`config.mk`:
```
export PLATFORM = sky130hd
export DESIGN_NAME = irrigation_sequencer
export DESIGN_NICKNAME = d
export VERILOG_FILES = /design/src/rtl/irrigation_sequencer.sv
export SDC_FILE = /design/constraint.sdc
export NUM_CORES = 1
export LEC_CHECK = 0
export ABC_AREA = 1
export CAP_MARGIN = 20
export CORE_MARGIN = 2
export CORE_UTILIZATION = 38
export CTS_CLUSTER_DIAMETER = 60
export DETAILED_ROUTE_END_ITERATION = 8
export PLACE_DENSITY_LB_ADDON = 0.3
export SYNTH_ARGS = -nofsm -noshare
export SYNTH_HDL_FRONTEND = slang
export SYNTH_SLANG_ARGS = --single-unit
```
`constraint.sdc`:
```
create_clock -name clock -period 2.73 [get_ports clock]
set_input_delay 0.4095 -clock clock [delete_from_list [all_inputs] [get_ports clock]]
set_output_delay 0.4095 -clock clock [all_outputs]
set_load 0.02 [all_outputs]
```
`src/rtl/irrigation_sequencer.sv`:
```
// Irrigation plant sequencer: debounced sensor front end feeding a timed,
// interlocked IDLE/SETTLE/IRRIGATE/FILL/FAULT controller with a run counter.
module irrigation_sequencer #(
    parameter int DEBOUNCE_CYCLES = 4,
    parameter int SETTLE_CYCLES   = 8,
    parameter int MIN_RUN_CYCLES  = 16,
    parameter int MAX_RUN_CYCLES  = 64,
    parameter int FILL_TIMEOUT    = 128
) (
    input  logic       clock,
    input  logic       reset,
    input  logic       low_water_level,
    input  logic       mid_water_level,
    input  logic       high_water_level,
    input  logic       earth_humidity,
    input  logic       air_humidity,
    input  logic       low_temperature,
    input  logic       enable,
    input  logic       fault_clear,
    output logic       water_supply_valvule,
    output logic       splinker_bomb,
    output logic       dripper_valvule,
    output logic       alarm,
    output logic [2:0] state,
    output logic [7:0] run_count
);

    localparam int N_SENS = 6;
    localparam int CW     = $clog2(DEBOUNCE_CYCLES);
    localparam int PW     = $clog2(DEBOUNCE_CYCLES + 3);

    localparam logic [CW-1:0] DB_LAST     = CW'(DEBOUNCE_CYCLES - 1);
    localparam logic [PW-1:0] PRIME_LAST  = PW'(DEBOUNCE_CYCLES + 2);
    localparam logic [7:0]    SETTLE_LAST = 8'(SETTLE_CYCLES - 1);
    localparam logic [7:0]    MIN_LAST    = 8'(MIN_RUN_CYCLES - 1);
    localparam logic [7:0]    MAX_LAST    = 8'(MAX_RUN_CYCLES - 1);
    localparam logic [7:0]    FILL_LAST   = 8'(FILL_TIMEOUT - 1);

    typedef enum logic [2:0] {
        ST_IDLE     = 3'd0,
        ST_SETTLE   = 3'd1,
        ST_IRRIGATE = 3'd2,
        ST_FILL     = 3'd3,
        ST_FAULT    = 3'd4
    } state_t;

    logic [N_SENS-1:0] w_raw;
    logic [N_SENS-1:0] r_sync1;
    logic [N_SENS-1:0] r_sync2;
    logic [N_SENS-1:0] r_filt;
    logic [CW-1:0]     r_db_cnt [N_SENS];

    logic [PW-1:0] r_prime;
    logic          w_primed;
    state_t        r_state;
    state_t        w_next_state;
    logic [7:0]    r_timer;
    logic          r_mode;
    logic [7:0]    r_run_count;
    logic          w_run_done;

    logic w_f_low, w_f_mid, w_f_high, w_f_earth, w_f_air, w_f_temp;
    logic w_conflict;
    logic w_mode_eval;

    assign w_raw = {low_temperature, air_humidity, earth_humidity,
                    high_water_level, mid_water_level, low_water_level};

    // Sensor front end: 2-flop synchronizer, then a per-sensor run-length filter
    always_ff @(posedge clock) begin
        if (reset) begin
            r_sync1 <= '0;
            r_sync2 <= '0;
            r_filt  <= '0;
            for (int i = 0; i < N_SENS; i++) begin
                r_db_cnt[i] <= '0;
            end
        end else begin
            r_sync1 <= w_raw;
            r_sync2 <= r_sync1;
            for (int i = 0; i < N_SENS; i++) begin
                if (r_sync2[i] == r_filt[i]) begin
                    r_db_cnt[i] <= '0;
                end else if (r_db_cnt[i] == DB_LAST) begin
                    r_filt[i]   <= r_sync2[i];
                    r_db_cnt[i] <= '0;
                end else begin
                    r_db_cnt[i] <= r_db_cnt[i] + 1'b1;
                end
            end
        end
    end

    assign w_f_low     = r_filt[0];
    assign w_f_mid     = r_filt[1];
    assign w_f_high    = r_filt[2];
    assign w_f_earth   = r_filt[3];
    assign w_f_air     = r_filt[4];
    assign w_f_temp    = r_filt[5];
    assign w_conflict  = (w_f_mid & ~w_f_low) | (w_f_high & ~w_f_mid);
    assign w_mode_eval = ~w_f_air & ~w_f_temp & w_f_mid;
    assign w_primed    = (r_prime == PRIME_LAST);

    // Next-state logic; enable and fault_clear act directly so aborts take one cycle
    always_comb begin
        w_next_state = r_state;
        w_run_done   = 1'b0;
        if (!w_primed) begin
            w_next_state = r_state;
        end else if (w_conflict) begin
            w_next_state = ST_FAULT;
        end else if (!enable && r_state != ST_FAULT) begin
            w_next_state = ST_IDLE;
        end else begin
            case (r_state)
                ST_IDLE: begin
                    if (!w_f_low)        w_next_state = ST_FILL;
                    else if (!w_f_earth) w_next_state = ST_SETTLE;
                end
                ST_SETTLE: begin
                    if (w_f_earth || !w_f_low)       w_next_state = ST_IDLE;
                    else if (r_timer == SETTLE_LAST) w_next_state = ST_IRRIGATE;
                end
                ST_IRRIGATE: begin
                    if (!w_f_low) begin
                        w_next_state = ST_FILL;
                        w_run_done   = 1'b1;
                    end else if (r_timer >= MIN_LAST && w_f_earth) begin
                        w_next_state = ST_IDLE;
                        w_run_done   = 1'b1;
                    end else if (r_timer == MAX_LAST) begin
                        w_next_state = ST_IDLE;
                        w_run_done   = 1'b1;
                    end
                end
                ST_FILL: begin
                    if (w_f_high)                  w_next_state = ST_IDLE;
                    else if (r_timer == FILL_LAST) w_next_state = ST_FAULT;
                end
                ST_FAULT: begin
                    if (fault_clear) w_next_state = ST_IDLE;
                end
                default: w_next_state = ST_IDLE;
            endcase
        end
    end

    always_ff @(posedge clock) begin
        if (reset) begin
            r_state     <= ST_IDLE;
            r_timer     <= 8'd0;
            r_mode      <= 1'b0;
            r_run_count <= 8'd0;
            r_prime     <= '0;
        end else begin
            r_state <= w_next_state;
            r_timer <= (w_next_state != r_state) ? 8'd0 : r_timer + 8'd1;
            if (!w_primed) begin
                r_prime <= r_prime + 1'b1;
            end
            if (w_next_state == ST_SETTLE && r_state != ST_SETTLE) begin
                r_mode <= w_mode_eval;
            end
            if (w_run_done && r_run_count != 8'hFF) begin
                r_run_count <= r_run_count + 8'd1;
            end
        end
    end

    assign state                = r_state;
    assign run_count            = r_run_count;
    assign water_supply_valvule = (r_state == ST_FILL);
    assign splinker_bomb        = (r_state == ST_IRRIGATE) &  r_mode;
    assign dripper_valvule      = (r_state == ST_IRRIGATE) & ~r_mode;
    assign alarm                = (r_state == ST_FAULT);

endmodule

```
==> results.cfg, run 1 <==
[global_route]
grt_max_degree = 20
grt_pass1_wl_um = 7527
grt_pass1_vias = 1751
gr-usage-all-layers = 0.1297
grt-ovfl-total = 0
antenna_found_initial = 0

[pwr]
power.leakage_uw = 0.001223
pwr-share-comb = 0.075
p_per_area_nw_per_um2 = 472.2
p_seq_frac = 0.611
p_int_uw = 1063
ir_drop_uv = 285.0
p_clk_frac = 0.314
p_sw_frac = 0.2396
switchingPower_uw = 334.9

[sta]
fin_crit_sh = 0.8201
skew_ns = 0.005576
slew_viol_final = 0
fin_tns_setup_ns = 0
rsz0062_at_grt = no
finalSetupViolCount = 0
min_period_ns = 2.239
hold_viol = 0
fmax_mhz = 446.7

[floorplan]
coreArea_um2 = 6350
initial_core_util = 0.3937
rows = 29
dieArea_um2 = 7244
die_w_um = 85.11
die-height_um = 85.11
io_pins = 25

[setup_path]
cp.arrival_ns = 1.83
worstReg2RegStart = r_timer[0]
worstPathRequired_ns = 2.32
critPathMaxFanout = 6
r2r_setup_slack_ns = 0.95
rr_worst_depth = 14
cp-start-kind = flop
startpoint = state[1]
r2r-end = r_timer[4]
endpoint_kind = output port
crit_type = reg -> out

[cells_and_area]
area_growth_pct = 18.42
final_cell_mix = nor2_1 (60), inv_1 (48), dfxtp_1 (41), nand2_1 (39)
drive_above_1_share = 0.08523
seq_area_um2 = 1181
antenna_cells = 0
fill_cells = 624
fin_nets = 371
post-route-util = 0.4662
layout_commonest_cell = nor2_1
multi_input_area_um2 = 1139

[logic_synthesis]
async_reset_ff_frac = 0
ys_seq_area_frac = 0.4725
syn_area_per_cell_um2 = 8.038
synth-seq-cells = 53
synth_edf_count = 12
ys_types = 33
syn_inst = 311
synthesis.area_um2 = 2500
synthFlopType = dfxtp_1
yosysWarnings = 0

[status]
status = completed

[worst_hold_path]
hold_end = r_sync2[3]
hp-class = reg -> reg
min_path_cells = 2
worstHoldStart = r_sync1[3]

[detailed_routing]
drtPass1Iterations = 5
routed_wl_um = 4350
vias = 1993
wl_met1_um = 2144
wl_met2_um = 1942
drt_iter0_drc = 60
route.detailed.drc = 0
wl_per_cell_um = 10.14
vias_per_cell = 4.646
ant_nets = 0
route.met3.wl_um = 203
highest_layer = met4

[placement]
port_buffers = 24
place.gp.congestion = 0.8530
hpwl_um = 3266

[clocking]
numClockSinks = 53
htree_levels = 2
cts_resized = 0
clk_pin_slew_worst_paths_ns = 0.09
cts_setup_buffers = 0
root_buffer = clkbuf_8
cts_buffers = 5
clkLatencyLatePin_ns = 0.31
holdBufCountCts = 0
tritoncts = done
clock_path_buffers = 2

[job]
max_cap_viol_count = 0
## layer usage
metal  vias up  GRT usage
met5         -          0
met3         7    0.04086
met2        48     0.2031
met1       880     0.1703
li1       1058          -
met4         0    0.04329
## stage by stage
step           std cells  hold slack (ns)  setup slack (ns)  total power (uW)  cell area, um^2
2_1_floorplan        322           0.3883             1.174             942.9             2541
3_3_place_gp         421           0.3934            0.8708             973.8             2874
3_5_place_dp         421           0.3967            0.8384             978.5             2874
4_1_cts              429           0.4104            0.4953              1420             2960
5_1_grt              429           0.4258            0.3611              1468             2960
6_report             429           0.4077            0.4912              1398             2960
## worst max-delay path, cell delays in order (launching register included)
cell	delay (ns)
dfxtp_1	0.46
inv_2	0.10
nor3_2	0.19
inv_1	0.09
nor2_1	0.09
clkdlybuf4s50_1	0.60
## how the worst max path moves through the flow
stage,slack (ns),endpoint
after CTS,0.50,splinker_bomb
after global routing,0.36,splinker_bomb
final,0.49,splinker_bomb
after detailed placement,0.84,r_timer[4]
after floorplan,1.17,run_count[2]
after global placement,0.87,dripper_valvule
## power groups by stage
stage               clock (uW)  combinational (uW)  sequential, uW
detailed placement           0                 106             873
global route               485                 124             859
CTS                        459                 106             855
global placement             0                 102             871
floorplan                    0                74.9             868
finish                     439                 105             855
## registers in the layout, indices dropped and copies added, names as in the netlist
signal and cells:
r_sync1 6, r_sync2 6, run_count 8, state 3
r_prime 3, r_mode 1, r_timer 8, r_filt 6
r_db_cnt 12
## logic make-up after synthesis
| group | Yosys count | share of synthesized area |
|---|---|---|
| compound gates | 51 | 0.1206 |
| xor+xnor | 8 | 0.02803 |
| fa+ha+maj | 10 | 0.05005 |
| buf+inv | 58 | 0.08859 |
| flops | 53 | 0.4725 |
| other cells | 1 | 0.001500 |
| simple gates | 130 | 0.2387 |
## cell usage after synthesis, types with 4 or more instances
library cell	number	area (um^2)
nand4_1	5	31.28
nand3_1	11	55.05
xnor2_1	4	35.03
nor2_1	60	225.2
dfxtp_1	41	820.8
o211ai_1	7	52.55
edfxtp_1	12	360.4
inv_1	48	180.2
nand2_1	39	146.4
o21ai_0	12	60.06
nand2_2	6	37.54
a21oi_1	24	120.1
xor2_1	4	35.03
inv_2	5	18.77
ha_1	10	125.1
## final cells by class
type,count,share of cell area
clock buffer,6,0.02451
clock inverter,2,0.004649
inverter,54,0.06847
multi-input combinational,211,0.3846
sequential,53,0.3990
tap,77,0.03254
timing repair buffer,26,0.08622
(Power assumes the default switching activity.)
==> inputs of run 2 (changes only) <==
- clock period: 2.73 -> 1.9 ns (I/O delays scaled with it)
==> run 2 against run 1 <==
  * Cell count increased by 0.23%
  * Critical endpoint unchanged
  * Final area up 0.76%
  * Combinational power increased by 45%
  * Sequential share of layout area fell by 0.22 points
  * Critical path type unchanged
  * Worst hold slack lost 0.0025 ns
  * Die area unchanged
  * Setup slack lost 0.35 ns
  * Sequential power rose by 44%
  * Total power rose by 44%
  * Flip-flop and latch count did not move
  * Register-to-register slack worse by 0.77 ns
  * Clock power up 44%
==> results.cfg, run 2 (same netlist as run 1, synthesis figures left out) <==
[status]
status = completed

[cells_and_area]
final_cell_mix = nor2_1 (59), inv_1 (48), dfxtp_1 (39), nand2_1 (38), a21oi_1 (24)
area_growth_pct = 19.32
finalNonFillerCells = 430
fin_nets = 372
fill_cells = 643
layout_commonest_cell = nor2_1
drive_above_1_share = 0.1048
largest_reg_flops = 12
antenna_cells = 0
multi_input_area_um2 = 1157
largest-register = r_db_cnt
post-route-cell-area_um2 = 2983
seq_area_um2 = 1184

[pwr]
power.leakage_uw = 0.001235
p_per_area_nw_per_um2 = 674.2
ir_drop_uv = 383.0

[detailed_routing]
ant_nets = 0
vias_per_cell = 4.602
route.detailed.drc = 0
vias = 1979
wl_per_cell_um = 10.14
routed_wl_um = 4359
drt_iter0_drc = 68
drtPass1Iterations = 4

[worst_hold_path]
hp-class = reg -> reg
min_path_cells = 2

[floorplan]
initial_core_util = 0.3937
io_pins = 25
die_w_um = 85.11
rows = 29
dieArea_um2 = 7244
coreArea_um2 = 6350
die-height_um = 85.11

[global_route]
grt_pass1_wl_um = 7686
grt-ovfl-total = 0
grt_pass1_vias = 1783
grt_max_degree = 20
gr-usage-all-layers = 0.1302
antenna_found_initial = 0

[sta]
fin_crit_sh = 0.9233
rsz0062_at_grt = no
slew_viol_final = 0
hold_viol = 0
fin_tns_setup_ns = 0
min_period_ns = 1.754
finalSetupViolCount = 0
fmax_mhz = 570.0
skew_ns = 0.006201

[setup_path]
endpoint_kind = output port
slowest_delay_ns = 0.41
rr_worst_depth = 8
cp-start-kind = flop
critPathMaxFanout = 6
worstPathRequired_ns = 1.62
r2r_setup_slack_ns = 0.18
cp.arrival_ns = 1.47
crit_type = reg -> out
crit_chain = inv_2 > nor3_4 > inv_1 > nor2_1 > dlygate4sd2_1
slowest_stage = dfxtp_2

[clocking]
clkLatencyLatePin_ns = 0.30
clock_path_buffers = 2
clk_pin_slew_worst_paths_ns = 0.09
holdBufCountCts = 0
htree_levels = 2
tritoncts = done
cts_buffers = 5
root_buffer = clkbuf_8
numClockSinks = 53

[placement]
port_buffers = 24
place.gp.congestion = 0.8977
dpl.cell_count = 422
hpwl_um = 3303
dpl_cell_area_um2 = 2882

[job]
max_cap_viol_count = 0
==> run 2: cell types whose count changed in the layout (fill, tap and decap cells not counted), moves of 2 or more <==
cell / before / now
dfxtp_1: 41 / 39
dfxtp_2: 0 / 2
clkdlybuf4s50_1: 24 / 20
dlygate4sd2_1: 0 / 3
==> run 2: critical path, delay by kind of cell, from the launching register on <==
family / cells / cell delay [ns]
and+or+nand+nor: 2 / 0.25
DFF: 1 / 0.41
buffers and inverters: 3 / 0.50
==> run 2: per-stage QoR <==
stage                     utilization  hold WS [ns]  power [uW]  setup slack (ns)
after floorplan                     -        0.3883        1355            0.3437
after detailed placement       0.4538        0.3960        1407           0.07984
after global placement         0.4538        0.3902        1401           0.08077
final                          0.4698        0.4052        2011            0.1457
after CTS                      0.4678        0.4101        2042           0.08594
after global routing           0.4698        0.4279        2118          0.001197
==> run 2: layer usage <==
metal  wire, um  part of all wire  GRT usage  vias up
li1           -                 -          -     1062
met1       2163              0.50     0.1735      882
met2       1923              0.44     0.2088       30
met3        217             0.050    0.03016        5
met4         55             0.013    0.04329        0
met5          0                 0          0        -
==> run 2: path summary, 6_finish.rpt <==
path	from	endpoint
max	state[1]	splinker_bomb
min	r_sync1[4]	r_sync2[4]
max reg2reg	r_timer[0]	run_count[2]
min reg2reg	r_sync1[4]	r_sync2[4]
==> run 2: what timing repair did <==
action | CTS | global route
hold endpoints to repair | 0 | 0
resized for setup | 7 | 6
setup buffers | 0 | 0
endpoints found under the setup margin | 4 | 10
==> run 2: cell type report <==
type                            instances  area share
Timing Repair Buffer                   27     0.08515
Multi-Input combinational cell        211      0.3880
Sequential cell                        53      0.3968
Tap cell                               77     0.03230
Clock buffer                            6     0.02433
Clock inverter                          2    0.005453
Inverter                               54     0.06795
==> run 2: power breakdown <==
part	switching, uW	internal, uW	total (uW)	leakage [uW]
clock	367	263	630	0.0000414
sequential	31.8	1200	1230	0.000460
combinational	84.0	68.4	152	0.000733
total	483	1530	2010	0.00123
==> inputs of run 3 (changes only) <==
- PLACE_DENSITY: not set -> 0.63
- PLACE_DENSITY_LB_ADDON: 0.3 -> not set
==> run 3 against run 2 <==
  * Via count is 1.7% lower
  * Register-to-register slack is essentially flat
  * Total power grew 1.8%
  * Clock skew rose by 0.0019 ns
  * Count of clock-buffer cells in the layout down 1
  * Final area up 0.38%
  * Clock power is 5.7% higher
  * Critical path type unchanged
  * Largest cell class unchanged
  * Largest power group unchanged
  * Highest routed layer unchanged
==> results.cfg, run 3 (same netlist as run 1, synthesis figures left out) <==
[global_route]
grt_max_degree = 20
antenna_found_initial = 0
grt_pass1_wl_um = 7562
grt-ovfl-total = 0
gr-usage-all-layers = 0.1289
grt_pass1_vias = 1689

[setup_path]
slowest_delay_ns = 0.42
worstPathRequired_ns = 1.62
cp-start-kind = flop
cp.arrival_ns = 1.50
crit_chain = inv_2 > nor3_4 > inv_1 > nor2_1 > dlygate4sd2_1
critPathMaxFanout = 6
slowest_stage = dfxtp_2
rr_worst_depth = 8
crit_type = reg -> out
endpoint_kind = output port

[sta]
fin_tns_setup_ns = 0
fin_crit_sh = 0.9385
finalSetupViolCount = 0
min_period_ns = 1.783
slew_viol_final = 0
fmax_mhz = 560.8
rsz0062_at_grt = no
hold_viol = 0
skew_ns = 0.008127

[status]
status = completed

[detailed_routing]
wl_per_cell_um = 10.11
drtPass1Iterations = 4
vias_per_cell = 4.523
drt_iter0_drc = 87
vias = 1945
route.detailed.drc = 0
routed_wl_um = 4347
ant_nets = 0

[placement]
port_buffers = 24
hpwl_um = 3249
place.gp.congestion = 0.9352

[floorplan]
io_pins = 25
die_w_um = 85.11
initial_core_util = 0.3937
dieArea_um2 = 7244
die-height_um = 85.11
rows = 29
coreArea_um2 = 6350

[clocking]
numClockSinks = 53
clk_pin_slew_worst_paths_ns = 0.10
clock_path_buffers = 2
clkLatencyLatePin_ns = 0.31
tritoncts = done
htree_levels = 2
cts_setup_buffers = 0
root_buffer = clkbuf_8
cts_buffers = 5

[pwr]
ir_drop_uv = 430.3
p_per_area_nw_per_um2 = 684.1
power.leakage_uw = 0.001241
total_power_uw = 2048

[job]
max_cap_viol_count = 0

[cells_and_area]
largest_reg_flops = 12
antenna_cells = 0
fin_nets = 372
drive_above_1_share = 0.1076
layout_commonest_cell = nor2_1
largest-register = r_db_cnt
fill_cells = 627
multi_input_area_um2 = 1155
final_cell_mix = nor2_1 (59), inv_1 (48), nand2_1 (39), dfxtp_1 (37), a21oi_1 (24)
area_growth_pct = 19.77
seq_area_um2 = 1186

[worst_hold_path]
min_path_cells = 2
hp-class = reg -> reg
-- run 3: changes by cell type in the layout (fill, tap and decap cells not counted) --
cell | previous run | this run
dlygate4sd2_1 | 3 | 4
inv_4 | 0 | 1
clkbuf_1 | 1 | 0
dfxtp_2 | 2 | 4
nand2_2 | 6 | 5
inv_6 | 0 | 1
inv_2 | 5 | 4
nand2_1 | 38 | 39
dfxtp_1 | 39 | 37
clkbuf_2 | 1 | 0
-- run 3: repair_timing --
item                       4_1_cts  5_1_grt
resized for setup                7        6
pin swaps                        0        1
gates cloned                     0        0
setup endpoints to repair        4       11
hold buffers                     0        0
-- run 3: worst max-delay path, delay by kind of cell (launching register included) --
family / cells / cell delay [ns]
DFF: 1 / 0.42
buffers and inverters: 3 / 0.51
and+or+nand+nor: 2 / 0.26
-- run 3: routing by layer --
| layer | global-route usage | part of all wire |
|---|---|---|
| met1 | 0.1801 | 0.51 |
| met2 | 0.1946 | 0.44 |
| met4 | 0.03463 | 0.0037 |
| met3 | 0.03891 | 0.049 |
| met5 | 0 | 0 |
-- run 3: cell type report --
class / count / area share
clock buffer: 5 / 0.02298
multi-input combinational: 211 / 0.3857
timing repair buffer: 27 / 0.08608
inverter: 54 / 0.06853
clock inverter: 3 / 0.008358
sequential: 53 / 0.3962
tap: 77 / 0.03218
-- run 3: worst paths after layout --
kind	startpoint	endpoint	slack, ns
max	state[1]	dripper_valvule	0.12
min	r_sync1[5]	r_sync2[5]	0.41
min reg2reg	r_sync1[5]	r_sync2[5]	0.41
max reg2reg	r_timer[0]	run_count[4]	0.17
-- run 3: power breakdown --
| part | internal (uW) | total (uW) | switching, uW |
|---|---|---|---|
| registers | 1200 | 1230 | 31.1 |
| clock network | 267 | 666 | 399 |
| logic | 69.1 | 154 | 84.7 |
| total | 1530 | 2050 | 514 |
-- run 3: per-stage QoR --
| stage | setup WS [ns] | util | instances | instance area, um^2 | hold WS [ns] |
|---|---|---|---|---|---|
| floorplan | 0.3437 | - | 322 | 2541 | 0.3883 |
| global placement | 0.06082 | 0.4538 | 422 | 2882 | 0.3888 |
| detailed placement | 0.07158 | 0.4538 | 422 | 2882 | 0.3924 |
| CTS | 0.06969 | 0.4686 | 430 | 2975 | 0.4081 |
| global route | 0.009228 | 0.4715 | 430 | 2994 | 0.4181 |
| finish | 0.1169 | 0.4715 | 430 | 2994 | 0.4069 |
